$ cat src/rtl/e_mdu_ctrl_if.sv
// Handshake bundle between the E-stage pipeline and the MDU scheduler.
// The pipeline side is the master; the scheduler (e_mdu_ctrl) is the slave.
interface e_mdu_ctrl_if #(
    parameter int CNT_W = 16
);
    logic             req;
    logic [3:0]       e_mduOp;
    logic             e_start;
    logic             d_mdu_use;
    logic             mdu_start;
    logic             busy;
    logic             done;
    logic             stall_d;
    logic [CNT_W-1:0] mult_cnt;
    logic [CNT_W-1:0] div_cnt;
    logic [CNT_W-1:0] stall_cnt;
    logic             err;

    modport master (
        output req, e_mduOp, e_start, d_mdu_use,
        input  mdu_start, busy, done, stall_d, mult_cnt, div_cnt, stall_cnt, err
    );

    modport slave (
        input  req, e_mduOp, e_start, d_mdu_use,
        output mdu_start, busy, done, stall_d, mult_cnt, div_cnt, stall_cnt, err
    );
endinterface

$ cat src/rtl/e_mdu_ctrl.sv
// E-stage multiply/divide scheduler: issues MDU ops, mirrors MDU latency,
// stalls D-stage HI/LO users, and keeps saturating perf counters plus a sticky error.
module e_mdu_ctrl #(
    parameter int MULT_LAT = 5,
    parameter int DIV_LAT  = 10,
    parameter int CNT_W    = 16
) (
    input  logic           clk,
    input  logic           reset,
    e_mdu_ctrl_if.slave    mdu
);
    localparam int MAX_LAT = (MULT_LAT > DIV_LAT) ? MULT_LAT : DIV_LAT;
    localparam int LAT_W   = $clog2(MAX_LAT + 1);

    typedef enum logic [1:0] {
        IDLE  = 2'd0,
        MBUSY = 2'd1,
        DBUSY = 2'd2
    } state_t;

    state_t           state_q, state_d;
    logic [LAT_W-1:0] cnt_q, cnt_d;
    logic             busy_q, busy_d;
    logic             done_q, done_d;
    logic [CNT_W-1:0] mult_cnt_q, div_cnt_q, stall_cnt_q;
    logic             err_q;

    logic op_valid_s;
    logic op_mult_s;
    logic op_mt_s;
    logic issue_s;
    logic stall_s;
    logic err_set_s;

    function automatic logic [CNT_W-1:0] sat_inc(input logic [CNT_W-1:0] v, input logic en);
        logic [CNT_W-1:0] r;
        if (en && (v != {CNT_W{1'b1}})) begin
            r = v + {{(CNT_W-1){1'b0}}, 1'b1};
        end else begin
            r = v;
        end
        return r;
    endfunction

    assign op_valid_s = (mdu.e_mduOp >= 4'd1) && (mdu.e_mduOp <= 4'd4);
    assign op_mult_s  = (mdu.e_mduOp == 4'd1) || (mdu.e_mduOp == 4'd2);
    assign op_mt_s    = (mdu.e_mduOp == 4'd5) || (mdu.e_mduOp == 4'd6);
    assign issue_s    = (state_q == IDLE) && mdu.e_start && !mdu.req && op_valid_s;
    assign stall_s    = mdu.d_mdu_use && (busy_q || issue_s);
    // Illegal ops are ignored by the FSM; they only raise the sticky flag.
    assign err_set_s  = (busy_q && (mdu.e_start || op_mt_s)) || (mdu.e_start && !op_valid_s);

    // Next-state, latency countdown and registered busy/done outputs.
    always_comb begin
        state_d = state_q;
        cnt_d   = cnt_q;
        busy_d  = busy_q;
        done_d  = 1'b0;
        case (state_q)
            IDLE: begin
                if (issue_s) begin
                    if (op_mult_s) begin
                        state_d = MBUSY;
                        cnt_d   = LAT_W'(MULT_LAT);
                    end else begin
                        state_d = DBUSY;
                        cnt_d   = LAT_W'(DIV_LAT);
                    end
                    busy_d = 1'b1;
                end else begin
                    busy_d = 1'b0;
                end
            end
            MBUSY, DBUSY: begin
                if (cnt_q == LAT_W'(1)) begin
                    state_d = IDLE;
                    cnt_d   = '0;
                    busy_d  = 1'b0;
                    done_d  = 1'b1;
                end else begin
                    cnt_d  = cnt_q - LAT_W'(1);
                    busy_d = 1'b1;
                end
            end
            default: begin
                state_d = IDLE;
                cnt_d   = '0;
                busy_d  = 1'b0;
            end
        endcase
    end

    // FSM state and its registered outputs.
    always_ff @(posedge clk) begin
        if (reset) begin
            state_q <= IDLE;
            cnt_q   <= '0;
            busy_q  <= 1'b0;
            done_q  <= 1'b0;
        end else begin
            state_q <= state_d;
            cnt_q   <= cnt_d;
            busy_q  <= busy_d;
            done_q  <= done_d;
        end
    end

    // Saturating performance counters and sticky protocol error.
    always_ff @(posedge clk) begin
        if (reset) begin
            mult_cnt_q  <= '0;
            div_cnt_q   <= '0;
            stall_cnt_q <= '0;
            err_q       <= 1'b0;
        end else begin
            mult_cnt_q  <= sat_inc(mult_cnt_q, issue_s && op_mult_s);
            div_cnt_q   <= sat_inc(div_cnt_q, issue_s && !op_mult_s);
            stall_cnt_q <= sat_inc(stall_cnt_q, stall_s);
            err_q       <= err_q || err_set_s;
        end
    end

    assign mdu.mdu_start = issue_s;
    assign mdu.stall_d   = stall_s;
    assign mdu.busy      = busy_q;
    assign mdu.done      = done_q;
    assign mdu.mult_cnt  = mult_cnt_q;
    assign mdu.div_cnt   = div_cnt_q;
    assign mdu.stall_cnt = stall_cnt_q;
    assign mdu.err       = err_q;
endmodule

$ cat src/flat_wrapper.sv
// flat-port wrapper written by rule: the top's interface ports become plain ports
module e_mdu_ctrl_flat 
#(
    parameter int MULT_LAT = 5,
    parameter int DIV_LAT  = 10,
    parameter int CNT_W    = 16
)
  (clk, reset, mdu_req, mdu_e_mduOp, mdu_e_start, mdu_d_mdu_use, mdu_mdu_start, mdu_busy, mdu_done, mdu_stall_d, mdu_mult_cnt, mdu_div_cnt, mdu_stall_cnt, mdu_err);
  e_mdu_ctrl_if #(.CNT_W(CNT_W)) mdu_i ();
  input  logic clk;
  input  logic reset;
  input wire logic [$bits(mdu_i.req)-1:0] mdu_req;
  input wire logic [$bits(mdu_i.e_mduOp)-1:0] mdu_e_mduOp;
  input wire logic [$bits(mdu_i.e_start)-1:0] mdu_e_start;
  input wire logic [$bits(mdu_i.d_mdu_use)-1:0] mdu_d_mdu_use;
  output wire logic [$bits(mdu_i.mdu_start)-1:0] mdu_mdu_start;
  output wire logic [$bits(mdu_i.busy)-1:0] mdu_busy;
  output wire logic [$bits(mdu_i.done)-1:0] mdu_done;
  output wire logic [$bits(mdu_i.stall_d)-1:0] mdu_stall_d;
  output wire logic [$bits(mdu_i.mult_cnt)-1:0] mdu_mult_cnt;
  output wire logic [$bits(mdu_i.div_cnt)-1:0] mdu_div_cnt;
  output wire logic [$bits(mdu_i.stall_cnt)-1:0] mdu_stall_cnt;
  output wire logic [$bits(mdu_i.err)-1:0] mdu_err;
  assign mdu_i.req = mdu_req;
  assign mdu_i.e_mduOp = mdu_e_mduOp;
  assign mdu_i.e_start = mdu_e_start;
  assign mdu_i.d_mdu_use = mdu_d_mdu_use;
  assign mdu_mdu_start = mdu_i.mdu_start;
  assign mdu_busy = mdu_i.busy;
  assign mdu_done = mdu_i.done;
  assign mdu_stall_d = mdu_i.stall_d;
  assign mdu_mult_cnt = mdu_i.mult_cnt;
  assign mdu_div_cnt = mdu_i.div_cnt;
  assign mdu_stall_cnt = mdu_i.stall_cnt;
  assign mdu_err = mdu_i.err;
  e_mdu_ctrl #(.MULT_LAT(MULT_LAT), .DIV_LAT(DIV_LAT), .CNT_W(CNT_W)) u_core (.clk(clk), .reset(reset), .mdu(mdu_i));
endmodule
$ cat config.mk
export PLATFORM = sky130hd
export DESIGN_NAME = e_mdu_ctrl_flat
export DESIGN_NICKNAME = d
export VERILOG_FILES = /design/src/rtl/e_mdu_ctrl_if.sv /design/src/rtl/e_mdu_ctrl.sv /design/src/flat_wrapper.sv
export SDC_FILE = /design/constraint.sdc
export NUM_CORES = 1
export LEC_CHECK = 0
export ABC_CLOCK_PERIOD_IN_PS = 2100
export BUFFER_PORTS_ARGS = -buffer_cell sky130_fd_sc_hd__buf_4
export CORE_AREA = 2 2 89 91
export CTS_BUF_LIST = sky130_fd_sc_hd__clkbuf_8
export CTS_CLUSTER_SIZE = 40
export DETAILED_ROUTE_END_ITERATION = 16
export DIE_AREA = 0 0 91 93
export SYNTH_ARGS = -nofsm -noshare
export SYNTH_HDL_FRONTEND = slang
export SYNTH_SLANG_ARGS = --single-unit
$ cat constraint.sdc
create_clock -name clk -period 2.1 [get_ports clk]
set_clock_uncertainty 0.2 [all_clocks]
set_input_delay 0.21 -clock clk [delete_from_list [all_inputs] [get_ports clk]]
set_output_delay 0.21 -clock clk [all_outputs]
set_load 0.02 [all_outputs]
==> flow_metrics.tcl <==
set metrics [dict create \
    worstMarginPinSlew_ns 0.662 \
    rsz0062_at_grt "true" \
    drt_iter0_drc 80 \
    drt_wl_total_um 8010 \
    synth_fp_nets 372 \
    outcome "complete, but fails checks" \
    grt_antenna_before_repair 0 \
    ir_worst_vdd_mv 0.463 \
    netSwitchingFraction_pct 23.1 \
    synthCells 356 \
    fin_crit_ns 2.14 \
    initial_core_util_pct 40.5 \
    nFillCells 704 \
    dp_cells 548 \
    combPwrFrac_pct 6.2 \
    place_hpwl_um 5470 \
    cts_tree "done" \
    grt_start_max_net_pins 65 \
    grt_pass1_wl_um 13400 \
    max_freq_mhz 468 \
    final_common_cell "buf_4" \
    yosysSeqAreaShare_pct 37.4 \
    drv_slew 0 \
    overflow 0 \
    synthFlopType "dfxtp_1" \
    areaGrowthSynthToFinish_pct 44.1 \
    multi_input_area_um2 1920 \
    clk_latency_ns 0.35 \
    synth_cell_types 59 \
    finalSetupViolations 7 \
    detail_route.wl_per_cell_um 13.9 \
    pwr-share-clk_pct 51.2 \
    gp_congestion 0.858 \
    cts_buffers 9 \
    violations "setup timing" \
    vias 3050 \
    hold_violations 0 \
    die_w_um 91 \
    final_cell_mix "buf_4 (110), dfxtp_1 (52), nor2_1 (39), a21oi_1 (23), nand3_1 (20)" \
    p_switching_uw 595 \
    dr.pass1.iters 4 \
    async_flop_share_pct 0 \
    p_leak_nw 1.69 \
    max_slew_margin_pct 55.9 \
    min_period_over_period_pct 102 \
    finalCoreUtilization_pct 58.4 \
    crit_fanout 7 \
    instances_no_fill 575 \
    final.setup.tns_ns -0.0908 \
    drcViolationCount 0 \
    io_pins 62 \
    cts_buffer_depth 2 \
    postSynthAreaPerCell_um2 8.57 \
    grt_pass1_vias 2844 \
    detail-route-antenna-nets 0 \
    die_area_um2 8460 \
    io_buffers 61 \
    cts_num_sinks 57 \
    worstPathArrival_ns 2.22 \
    seq_power_share_pct 42.6 \
    synth_edf_count 0 \
    powerDensity_nw_per_um2 585 \
    syn_area_um2 3050 \
    worstPathRequired_ns 2.18 \
    grt_usage_pct 19.3 \
    rows 32 \
    cp-start-kind "flop" \
    via_per_inst 5.30 \
    final.setup.worst_slack_ns -0.0387 \
    core_region_area_um2 7530 \
    criticalPathCategory "reg2reg" \
    end_kind "flop" \
    diodes 0 \
    hold_class "in2reg" \
    drive_above_1_share_pct 35.5 \
    cap_violations 0 \
    path_clk_slew_ns 0.07 \
    seqCellArea_um2 1150 \
    ys_ff_latch 57 \
    die_y_um 93 \
    htree_levels 3 \
    clockRootBuffer "clkbuf_8" \
    p_int_mw 1.98 \
    ys_warn_count 0 \
    num-nets-final 484 \
]
==> registers in the layout, summed over array words and instances (netlist names) <==
name / count
u_core.mdu.busy: 1
u_core.mdu.done: 1
u_core.mdu.stall_cnt: 16
u_core.mdu.err: 1
u_core.mdu.mult_cnt: 16
u_core.state_q: 2
u_core.cnt_q: 4
u_core.mdu.div_cnt: 16
==> kinds of logic after synthesis <==
family | Yosys count | synth area share [%]
compound gates | 68 | 15.4
flops | 57 | 37.4
buf+inv | 30 | 4.55
simple gates | 165 | 31.0
mux | 7 | 2.50
xor+xnor | 22 | 6.31
fa+ha+maj | 7 | 2.87
==> routing by layer <==
layer  part of all wire (%)  wire, um  vias to the layer above  GRT usage [%]
li1                       -         -                     1539              -
met1                     46      3670                     1438           25.3
met2                     49      3890                       64           31.8
met3                    4.6       372                        9           4.19
met4                    1.0        80                        0           6.44
met5                      0         0                        -              0
==> through the flow <==
stage | total power, mW | area (um2) | hold WS (ns) | worst slack [ns]
global route | 2.65 | 4400 | 0.0370 | -0.109
global placement | 1.27 | 3920 | 0.279 | -0.0787
floorplan | 1.21 | 3090 | 0.152 | -0.0577
finish | 2.57 | 4400 | 0.0314 | -0.0387
CTS | 2.59 | 4290 | 0.0197 | -0.0370
detailed placement | 1.27 | 3920 | 0.289 | -0.150
==> power groups by stage <==
stage	clock [mW]	sequential [mW]	combinational (mW)
finish	1.32	1.10	0.159
global route	1.38	1.10	0.175
CTS	1.33	1.10	0.156
detailed placement	0	1.12	0.146
global placement	0	1.12	0.145
floorplan	0	1.13	0.0843
==> Yosys cell counts, types with 2 or more instances <==
cell      number  area (um2)
a211oi_1       2        15.0
a21oi_1       23         115
a22oi_1        2        15.0
a311oi_1       3        26.3
a31oi_1        2        12.5
and2_1         6        37.5
and3_1         5        31.3
and4_1         4        35.0
buf_2          5        25.0
buf_6          2        22.5
clkbuf_1       8        30.0
dfxtp_1       57        1140
ha_1           7        87.6
inv_1         14        52.6
mux2_1         2        22.5
mux2_2         3        33.8
mux2i_1        2        20.0
nand2_1       17        63.8
nand2b_1       2        12.5
nand3_1       20         100
nand4_1       13        81.3
nand4b_1       2        17.5
nor2_1        39         146
nor2b_1        7        43.8
nor3_1         8        40.0
nor4_1        10        62.6
nor4_2         3        37.5
o21a_1         2        15.0
o21ai_0       14        70.1
o31ai_1        6        45.0
or3_1         12        75.1
or4_1          7        52.6
xnor2_1       15         131
xor2_1         7        61.3
==> critical path: stages (launching register included) <==
cell and delay (ns):
dfxtp_2 0.32, inv_2 0.06, ha_4 0.13, nand4bb_1 0.11, or3_4 0.39, clkinv_4 0.12
nand3_2 0.12, or4_1 0.50, a21oi_1 0.12
==> final timing paths <==
path / startpoint / endpoint / slack [ns] / cells after the start
worst min-delay path: mdu_e_mduOp[2] / u_core.mdu.err$_SDFF_PP0_ / 0.03 / 3
worst max register to register: u_core.state_q[1]$_SDFFE_PP0P_ / u_core.mdu.mult_cnt[11]$_SDFFE_PP0P_ / -0.04 / 8
worst min register to register: u_core.mdu.mult_cnt[8]$_SDFFE_PP0P_ / u_core.mdu.mult_cnt[8]$_SDFFE_PP0P_ / 0.31 / 2
worst max-delay path: u_core.state_q[1]$_SDFFE_PP0P_ / u_core.mdu.mult_cnt[11]$_SDFFE_PP0P_ / -0.04 / 8
==> cell type report <==
| type | count | area share [%] |
|---|---|---|
| multi-input cells | 270 | 43.7 |
| flip-flops and latches | 57 | 26.1 |
| repair buffers | 115 | 20.1 |
| clock buffers | 10 | 3.13 |
| well taps | 102 | 2.90 |
| clock inverters | 6 | 2.62 |
| inverters | 15 | 1.39 |
==> repair_timing <==
item	CTS	global route
resized for setup	14	13
hold buffers	1	0
hold endpoints to repair	1	0
cloned	0	1
setup buffers	4	5
pin swaps	10	8
setup endpoints to repair	22	37
Note: power is estimated with default switching activity, not from simulation.
